[config.mk]
export PLATFORM = sky130hd
export DESIGN_NAME = log_rider_flat
export DESIGN_NICKNAME = d
export VERILOG_FILES = /design/src/rtl/frogger_pkg.sv /design/src/rtl/log_rider_if.sv /design/src/rtl/log_hit_check.sv /design/src/rtl/log_rider.sv /design/src/flat_wrapper.sv
export SDC_FILE = /design/constraint.sdc
export NUM_CORES = 1
export LEC_CHECK = 0
export BUFFER_PORTS_ARGS = -buffer_cell sky130_fd_sc_hd__buf_2
export CAP_MARGIN = 10
export CORE_MARGIN = 3
export CORE_UTILIZATION = 45
export DETAILED_ROUTE_END_ITERATION = 7
export PLACE_DENSITY = 0.69
export SETUP_SLACK_MARGIN = 0.15
export SLEW_MARGIN = 10
export SYNTH_ARGS = -nofsm -noshare
export SYNTH_HDL_FRONTEND = slang
export SYNTH_HIERARCHICAL = 1
export SYNTH_SLANG_ARGS = --single-unit
[constraint.sdc]
create_clock -name clk -period 9.55 [get_ports clk]
set_input_delay 0.4775 -clock clk [delete_from_list [all_inputs] [get_ports clk]]
set_output_delay 0.4775 -clock clk [all_outputs]
set_load 0.05 [all_outputs]
[src/rtl/frogger_pkg.sv]
// frogger_pkg: constants and types shared by the river-lane blocks.
//   BLOCKSIZE        frog sprite width in pixels
//   X_OFFSET_LEFT    leftmost pixel column of the playfield
//   X_OFFSET_RIGHT   pixel column just past the right edge of the playfield
//   NUM_RIVER_LANES  number of river lanes (0..5)
//   LOGS_PER_LANE    logs tracked per lane
//   LANE_NONE        frog_lane code for bank/road (no river lane)
//   log_lane_t       left edges of the logs in one lane, [log][pixel]
//   rider_state_t    log_rider FSM states
package frogger_pkg;

  localparam logic [9:0] BLOCKSIZE       = 10'd32;
  localparam logic [9:0] X_OFFSET_LEFT   = 10'd96;
  localparam logic [9:0] X_OFFSET_RIGHT  = 10'd544;
  localparam int         NUM_RIVER_LANES = 6;
  localparam int         LOGS_PER_LANE   = 3;
  localparam logic [2:0] LANE_NONE       = 3'd7;

  typedef logic [2:0][9:0] log_lane_t;

  typedef enum logic [2:0] {
    IDLE,
    SETTLE,
    RIDING,
    OFFLOG,
    DROWNED
  } rider_state_t;

endpackage

[src/rtl/log_rider_if.sv]
// log_rider_if: bundle between the game logic (master) and log_rider (slave).
//   master drives frog position, lane, log geometry and drown_ack;
//   slave drives on_log, carry_left/right, drown and drowned.
// Handshake: there is no valid/ready pair. drown is a 1-cycle pulse that opens
// a DROWNED episode; drowned stays high until the master raises drown_ack, which
// is consumed on the first rising clk edge where it is seen high in DROWNED.
interface log_rider_if;
  import frogger_pkg::*;

  logic [9:0]                            frog_x;
  logic [2:0]                            frog_lane;
  log_lane_t [NUM_RIVER_LANES-1:0]       log_x;
  logic [NUM_RIVER_LANES-1:0][9:0]       log_len;
  logic                                  drown_ack;
  logic                                  on_log;
  logic                                  carry_left;
  logic                                  carry_right;
  logic                                  drown;
  logic                                  drowned;

  modport master (
    output frog_x, frog_lane, log_x, log_len, drown_ack,
    input  on_log, carry_left, carry_right, drown, drowned
  );

  modport slave (
    input  frog_x, frog_lane, log_x, log_len, drown_ack,
    output on_log, carry_left, carry_right, drown, drowned
  );

endinterface

[src/rtl/log_hit_check.sv]
// log_hit_check: combinational hit test for one river lane.
//   lane_x      left edges of the lane's logs
//   len         log length in this lane, pixels
//   hit_pt      frog hit point (frog_x + centre offset), 11 bits so it never wraps
//   lane_valid  0 forces a miss (frog not in a river lane)
//   hit         some log covers hit_pt
//   hit_idx     lowest-index log that covers hit_pt
module log_hit_check
  import frogger_pkg::*;
(
  input  log_lane_t   lane_x,
  input  logic [9:0]  len,
  input  logic [10:0] hit_pt,
  input  logic        lane_valid,
  output logic        hit,
  output logic [1:0]  hit_idx
);

  // Scan from the highest index down so the lowest-index hit is written last.
  always_comb begin
    hit     = 1'b0;
    hit_idx = 2'd0;
    for (int k = LOGS_PER_LANE - 1; k >= 0; k--) begin
      if (lane_valid &&
          ({1'b0, lane_x[k]} <= hit_pt) &&
          (hit_pt < ({1'b0, lane_x[k]} + {1'b0, len}))) begin
        hit     = 1'b1;
        hit_idx = 2'(k);
      end
    end
  end

endmodule

[src/rtl/log_rider.sv]
// log_rider: decides whether the frog stands on a log in its river lane,
// emits carry pulses as the ridden log moves, and signals drowning.
// Ports:
//   clk, reset   system clock, synchronous active-high reset
//   bus          log_rider_if.slave (frog/log inputs, rider outputs)
//   state_dbg    current FSM state
// Parameters: GRACE_CYCLES, DROWN_CYCLES (24-bit), CENTER_OFS (hit point offset).
// Build option: LOG_RIDER_EDGE_KILL_EN drowns a riding frog carried past the
// playfield edges; without it the frog rides until the log leaves it.
// All outputs are registered: they reflect the inputs of the previous cycle.
module log_rider
  import frogger_pkg::*;
#(
  parameter logic [23:0] GRACE_CYCLES = 24'd2000,
  parameter logic [23:0] DROWN_CYCLES = 24'd500,
  parameter logic [9:0]  CENTER_OFS   = 10'd16
) (
  input  logic          clk,
  input  logic          reset,
  log_rider_if.slave    bus,
  output rider_state_t  state_dbg
);

  rider_state_t state_q, state_n;
  logic [23:0]  grace_q, grace_n;
  logic [23:0]  off_q, off_n;
  logic [2:0]   lane_q, lane_n;
  logic [1:0]   idx_q, idx_n;
  logic [9:0]   prev_x_q, prev_x_n;
  logic         on_log_n, carry_left_n, carry_right_n, drown_n, drowned_n;

  logic         lane_valid;
  logic [2:0]   lane_sel;
  log_lane_t    mux_x;
  logic [10:0]  hit_pt;
  logic         hit;
  logic [1:0]   hit_idx;
  logic [9:0]   cur_x;
  logic [9:0]   delta;
  logic         lane_changed;

  assign lane_valid   = bus.frog_lane < 3'(NUM_RIVER_LANES);
  assign lane_sel     = lane_valid ? bus.frog_lane : 3'd0;
  assign mux_x        = bus.log_x[lane_sel];
  assign hit_pt       = {1'b0, bus.frog_x} + {1'b0, CENTER_OFS};
  assign cur_x        = mux_x[idx_q];
  assign delta        = cur_x - prev_x_q;
  assign lane_changed = bus.frog_lane != lane_q;
  assign state_dbg    = state_q;

  log_hit_check u_hit (
    .lane_x     (mux_x),
    .len        (bus.log_len[lane_sel]),
    .hit_pt     (hit_pt),
    .lane_valid (lane_valid),
    .hit        (hit),
    .hit_idx    (hit_idx)
  );

  always_comb begin
    state_n       = state_q;
    grace_n       = grace_q;
    off_n         = off_q;
    lane_n        = lane_q;
    idx_n         = idx_q;
    prev_x_n      = prev_x_q;
    on_log_n      = 1'b0;
    carry_left_n  = 1'b0;
    carry_right_n = 1'b0;
    drown_n       = 1'b0;
    drowned_n     = 1'b0;

    // A lane change overrides everything else in the active states,
    // including a log move in the same cycle (no carry is emitted).
    if ((state_q == SETTLE || state_q == RIDING || state_q == OFFLOG) && lane_changed) begin
      if (lane_valid) begin
        state_n = SETTLE;
        grace_n = 24'd0;
        lane_n  = bus.frog_lane;
      end else begin
        state_n = IDLE;
      end
    end else begin
      case (state_q)
        IDLE: begin
          if (lane_valid) begin
            state_n = SETTLE;
            grace_n = 24'd0;
            lane_n  = bus.frog_lane;
          end
        end

        SETTLE: begin
          if (hit) begin
            state_n  = RIDING;
            idx_n    = hit_idx;
            prev_x_n = mux_x[hit_idx];
            on_log_n = 1'b1;
          end else if (grace_q + 24'd1 >= GRACE_CYCLES) begin
            state_n = OFFLOG;
            grace_n = GRACE_CYCLES;
            off_n   = 24'd0;
          end else begin
            grace_n = grace_q + 24'd1;
          end
        end

        RIDING: begin
          prev_x_n = cur_x;
`ifdef LOG_RIDER_EDGE_KILL_EN
          if ((bus.frog_x < X_OFFSET_LEFT) ||
              (({1'b0, bus.frog_x} + {1'b0, BLOCKSIZE}) > {1'b0, X_OFFSET_RIGHT})) begin
            state_n   = DROWNED;
            drown_n   = 1'b1;
            drowned_n = 1'b1;
          end else
`endif
          // A step larger than one pixel means the log wrapped around the screen.
          if ((delta != 10'd0 && delta != 10'd1 && delta != 10'h3FF) ||
              !hit || hit_idx != idx_q) begin
            state_n = OFFLOG;
            off_n   = 24'd0;
          end else begin
            on_log_n      = 1'b1;
            carry_right_n = delta == 10'd1;
            carry_left_n  = delta == 10'h3FF;
          end
        end

        OFFLOG: begin
          if (hit) begin
            state_n  = RIDING;
            idx_n    = hit_idx;
            prev_x_n = mux_x[hit_idx];
            off_n    = 24'd0;
            on_log_n = 1'b1;
          end else if (off_q + 24'd1 >= DROWN_CYCLES) begin
            state_n   = DROWNED;
            off_n     = DROWN_CYCLES;
            drown_n   = 1'b1;
            drowned_n = 1'b1;
          end else begin
            off_n = off_q + 24'd1;
          end
        end

        DROWNED: begin
          if (bus.drown_ack) begin
            state_n = IDLE;
          end else begin
            drowned_n = 1'b1;
          end
        end

        default: state_n = IDLE;
      endcase
    end
  end

  always_ff @(posedge clk) begin
    if (reset) begin
      state_q         <= IDLE;
      grace_q         <= 24'd0;
      off_q           <= 24'd0;
      lane_q          <= 3'd0;
      idx_q           <= 2'd0;
      prev_x_q        <= 10'd0;
      bus.on_log      <= 1'b0;
      bus.carry_left  <= 1'b0;
      bus.carry_right <= 1'b0;
      bus.drown       <= 1'b0;
      bus.drowned     <= 1'b0;
    end else begin
      state_q         <= state_n;
      grace_q         <= grace_n;
      off_q           <= off_n;
      lane_q          <= lane_n;
      idx_q           <= idx_n;
      prev_x_q        <= prev_x_n;
      bus.on_log      <= on_log_n;
      bus.carry_left  <= carry_left_n;
      bus.carry_right <= carry_right_n;
      bus.drown       <= drown_n;
      bus.drowned     <= drowned_n;
    end
  end

endmodule

[src/flat_wrapper.sv]
// flat-port wrapper written by rule: the top's interface ports become plain ports
module log_rider_flat import frogger_pkg::*;
#(
  parameter logic [23:0] GRACE_CYCLES = 24'd2000,
  parameter logic [23:0] DROWN_CYCLES = 24'd500,
  parameter logic [9:0]  CENTER_OFS   = 10'd16
)
  (clk, reset, state_dbg, bus_frog_x, bus_frog_lane, bus_log_x, bus_log_len, bus_drown_ack, bus_on_log, bus_carry_left, bus_carry_right, bus_drown, bus_drowned);
  log_rider_if bus_i ();
  input  logic clk;
  input  logic reset;
  output rider_state_t state_dbg;
  input wire logic [$bits(bus_i.frog_x)-1:0] bus_frog_x;
  input wire logic [$bits(bus_i.frog_lane)-1:0] bus_frog_lane;
  input wire logic [$bits(bus_i.log_x)-1:0] bus_log_x;
  input wire logic [$bits(bus_i.log_len)-1:0] bus_log_len;
  input wire logic [$bits(bus_i.drown_ack)-1:0] bus_drown_ack;
  output wire logic [$bits(bus_i.on_log)-1:0] bus_on_log;
  output wire logic [$bits(bus_i.carry_left)-1:0] bus_carry_left;
  output wire logic [$bits(bus_i.carry_right)-1:0] bus_carry_right;
  output wire logic [$bits(bus_i.drown)-1:0] bus_drown;
  output wire logic [$bits(bus_i.drowned)-1:0] bus_drowned;
  assign bus_i.frog_x = bus_frog_x;
  assign bus_i.frog_lane = bus_frog_lane;
  assign bus_i.log_x = bus_log_x;
  assign bus_i.log_len = bus_log_len;
  assign bus_i.drown_ack = bus_drown_ack;
  assign bus_on_log = bus_i.on_log;
  assign bus_carry_left = bus_i.carry_left;
  assign bus_carry_right = bus_i.carry_right;
  assign bus_drown = bus_i.drown;
  assign bus_drowned = bus_i.drowned;
  log_rider #(.GRACE_CYCLES(GRACE_CYCLES), .DROWN_CYCLES(DROWN_CYCLES), .CENTER_OFS(CENTER_OFS)) u_core (.clk(clk), .reset(reset), .bus(bus_i), .state_dbg(state_dbg));
endmodule
==> flow_summary.yaml <==
outcome:
  outcome: "completed"
global_routing:
  met2_usage_pct: 43.8
  globalRoute.busiestLayer: "met2"
  vias_in_the_first_global_route: 9119
  gr-usage-met3_pct: 3.16
  grt.overflow.total: 0
  grt_max_degree: 59
  antenna_violations_before_repair: 1
  met1_usage_pct: 35.6
  overall_global_routing_resource_usage_pct: 25.9
  grt_pass1_wl_mm: 47.2
power:
  ir_worst_vdd_mv: 0.0887
  leakagePower_nw: 4.96
  power.share.clock_pct: 24.5
  power.net_switching_mw: 0.587
  cellPowerDensity_nw_per_um2: 131
  p_seq_share_pct: 21.1
  combPwrFrac_pct: 54.4
  switching_share_pct: 40.2
  p_int_mw: 0.874
logic_synthesis:
  synth.top_cell.area_share_pct: 15.2
  yosys-top-cells-area: "sky130_fd_sc_hd__dfxtp_1 (15%), sky130_fd_sc_hd__ha_1 (14%), sky130_fd_sc_hd__mux2i_1 (8.7%)"
  syn_nets: 1500
  post_synth_simple_gate_area_pct: 21.1
  postSynth.topFlopCell: "sky130_fd_sc_hd__dfxtp_1"
  yosys.area_share.adder_pct: 14.9
  yosys.cell_count.top_type: "sky130_fd_sc_hd__ha_1"
  synth-edff-count: 0
  synth_top_family_by_area: "compound AO/OA/AOI/OAI gates"
  ys_top_cells_by_count: "sky130_fd_sc_hd__ha_1 (105), sky130_fd_sc_hd__nand2_1 (84), sky130_fd_sc_hd__mux2i_1 (81)"
  syn_inst: 1135
  compound_gate_portion_of_the_synthesized_area_pct: 21.1
  netlist_area_um2: 9370
  synth-xor-area-share_pct: 4.30
  synth.ff_latch_count: 71
  yosys-mux-area-fraction_pct: 19.0
  async_flop_share_pct: 0
  largest_area_contributor_in_the_synthesized_netlist: "sky130_fd_sc_hd__dfxtp_1"
  yosys_warnings: 6
  synth_seq_area_share_pct: 15.2
  post_synth.cell_area_avg_um2: 8.25
  yosysUniqueCellTypes: 81
floorplan:
  die_area_um2: 22600
  floorplan.rows: 52
  floorplan.core_area_um2: 20400
  initial_utilization_pct: 46.0
  dieHeight_um: 150
  floorplan.io_pins: 264
  fp.dieW_um: 150
worst_hold_path:
  startpoint_of_the_tightest_hold_check_path: "u_core/prev_x_q[7]"
  hold_class: "flip-flop to flip-flop"
routing:
  drtIter0Drc: 555
  detailedRoute.firstPassIterationCount: 5
  detail_routed_via_count_per_cell: 5.86
  wire_per_inst_um: 18.5
  totalWireLength_mm: 30.4
  ant_nets: 0
  drc: 0
  routed-via-count: 9594
timing:
  worst_slew_margin_rel_pct: 24.4
  finalHoldViolations: 0
  final_period_minus_worst_setup_slack_ps: 7660
  grt_setup_unrepaired: "false"
  setup_viol: 0
  fin_skew_ps: 6.56
  max_freq_ghz: 0.130
  worstMarginPinSlew_ps: 1130
  pins_over_their_slew_limit: 0
  final.period_utilization_pct: 80.2
  totalNegativeSetupSlack_ps: 0
place:
  io_buffers: 263
  detailed_place.area_um2: 10900
  global_placer_s_final_weighted_congestion: 0.938
  place_hpwl_mm: 24.7
cts:
  tritoncts_buffer_count: 9
  cts.sink_count: 71
  cts.clk_slew.worst_paths_ps: 50
  post_cts_hold_buffer_count: 0
  cts_tree: "built"
  clock_latency_ps: 330
  clockRootBuffer: "sky130_fd_sc_hd__clkbuf_16"
  cts_buffer_depth: 2
  post_cts_buffers: 0
  cts_max_level: 3
  number_of_instances_resized_during_post_cts_repair: 0
worst_setup_path:
  critPathSlowestCell: "sky130_fd_sc_hd__nand2_1"
  crit_arrival_ps: 7830
  worst_setup_path_end_kind: "flip-flop"
  timing.critical_path.required_ps: 9720
  crit_fanout: 29
  cpLargestDelayFamily: "compound AO/OA/AOI/OAI gates"
  critical_path_class: "input pin to flip-flop"
  cp-start-kind: "input pin"
  r2r_start: "u_core/idx_q[0]"
  worst_setup_path_startpoint: "bus_frog_lane[1]"
  critPathBufInv: 5
  max_stage_delay_ps: 590
final_layout:
  nets: 1726
  layout-drive-gt1-share_pct: 29.1
  area.growth.synth_to_final_pct: 19.4
  final.fill_count: 1905
  design_area_um2: 11200
run:
  max_cap_viol_count: 0
## flip-flops by register name, indices dropped and copies added (netlist names)
signal / count
u_core/grace_q: 24
u_core/off_q: 24
u_core/prev_x_q: 10
u_core/lane_q: 3
u_core/state_dbg: 3
u_core/idx_q: 2
u_core/bus.carry_left: 1
u_core/bus.carry_right: 1
u_core/bus.drown: 1
u_core/bus.drowned: 1
u_core/bus.on_log: 1
## tightest hold or removal path, stage by stage, from the launching register on
cell and delay [ps]:
sky130_fd_sc_hd__dfxtp_1 310, sky130_fd_sc_hd__nand2_1 50, sky130_fd_sc_hd__a21oi_1 50
## layout by cell type, fill, tap and decap left out, types with 19 or more instances in the layout
cell / count
sky130_fd_sc_hd__nor2_1: 65
sky130_fd_sc_hd__and3_1: 28
sky130_fd_sc_hd__nand3_1: 33
sky130_fd_sc_hd__nor3b_1: 19
sky130_fd_sc_hd__a21oi_1: 59
sky130_fd_sc_hd__nor3_1: 30
sky130_fd_sc_hd__mux2i_1: 81
sky130_fd_sc_hd__nor2b_1: 20
sky130_fd_sc_hd__mux2_2: 61
sky130_fd_sc_hd__nand2_1: 83
sky130_fd_sc_hd__o211ai_1: 22
sky130_fd_sc_hd__xor2_1: 20
sky130_fd_sc_hd__inv_1: 47
sky130_fd_sc_hd__xnor2_1: 26
sky130_fd_sc_hd__o221ai_1: 25
sky130_fd_sc_hd__ha_1: 105
sky130_fd_sc_hd__o21ai_0: 49
sky130_fd_sc_hd__dfxtp_1: 71
sky130_fd_sc_hd__buf_2: 262
## metal layers
layer | part of all wire, % | wire (um) | vias to the layer above
met2 | 48 | 14400 | 320
li1 | - | - | 4771
met5 | 0 | 0 | -
met3 | 5.6 | 1690 | 29
met1 | 46 | 13800 | 4474
met4 | 1.4 | 429 | 0
## cells by family (layout without fill, tap and decap cells)
family,after synthesis,in the layout
buffers and inverters,104,335
AOI/OAI and AO/OA,282,282
other,0,1
muxes,155,155
DFF,71,71
adders and majority gates,109,109
and+or+nand+nor,368,368
xor gates and xnor gates,46,46
## power groups by stage
| stage | clock network (mW) | registers, mW | logic (mW) |
|---|---|---|---|
| 2_1_floorplan | 0 | 0.314 | 0.567 |
| 3_3_place_gp | 0 | 0.314 | 0.763 |
| 3_5_place_dp | 0 | 0.314 | 0.776 |
| 4_1_cts | 0.365 | 0.308 | 0.781 |
| 5_1_grt | 0.378 | 0.309 | 0.876 |
| 6_report | 0.358 | 0.308 | 0.795 |
## through the flow
stage / cells / utilization, % / worst slack (ps) / hold slack, ps / total power [mW]
global placement: 1620 / 53.4 / 1880 / 444 / 1.08
finish: 1637 / 54.9 / 1890 / 456 / 1.46
global route: 1637 / 54.9 / 1110 / 483 / 1.56
floorplan: 1135 / - / 2130 / 436 / 0.882
detailed placement: 1620 / 53.4 / 1610 / 450 / 1.09
CTS: 1636 / 54.9 / 1950 / 458 / 1.45
## area by class of cell
class,instances,area (um2),area share (%)
Multi-Input combinational cell,960,7540,67.4
Sequential cell,71,1420,12.7
Timing Repair Buffer,272,1390,12.4
Tap cell,270,338,3.02
Clock buffer,9,225,2.01
Inverter,47,176,1.58
Clock inverter,7,95.1,0.850
Antenna cell,1,2.50,0.0224
## path summary, 6_finish.rpt
check                  endpoint  slack (ps)  cells past startpoint
max             u_core/off_q[7]        1890                     30
min          u_core/prev_x_q[7]         460                      2
max reg2reg     u_core/off_q[0]        5160                     13
min reg2reg  u_core/prev_x_q[7]         460                      2
(Power assumes the default switching activity.)
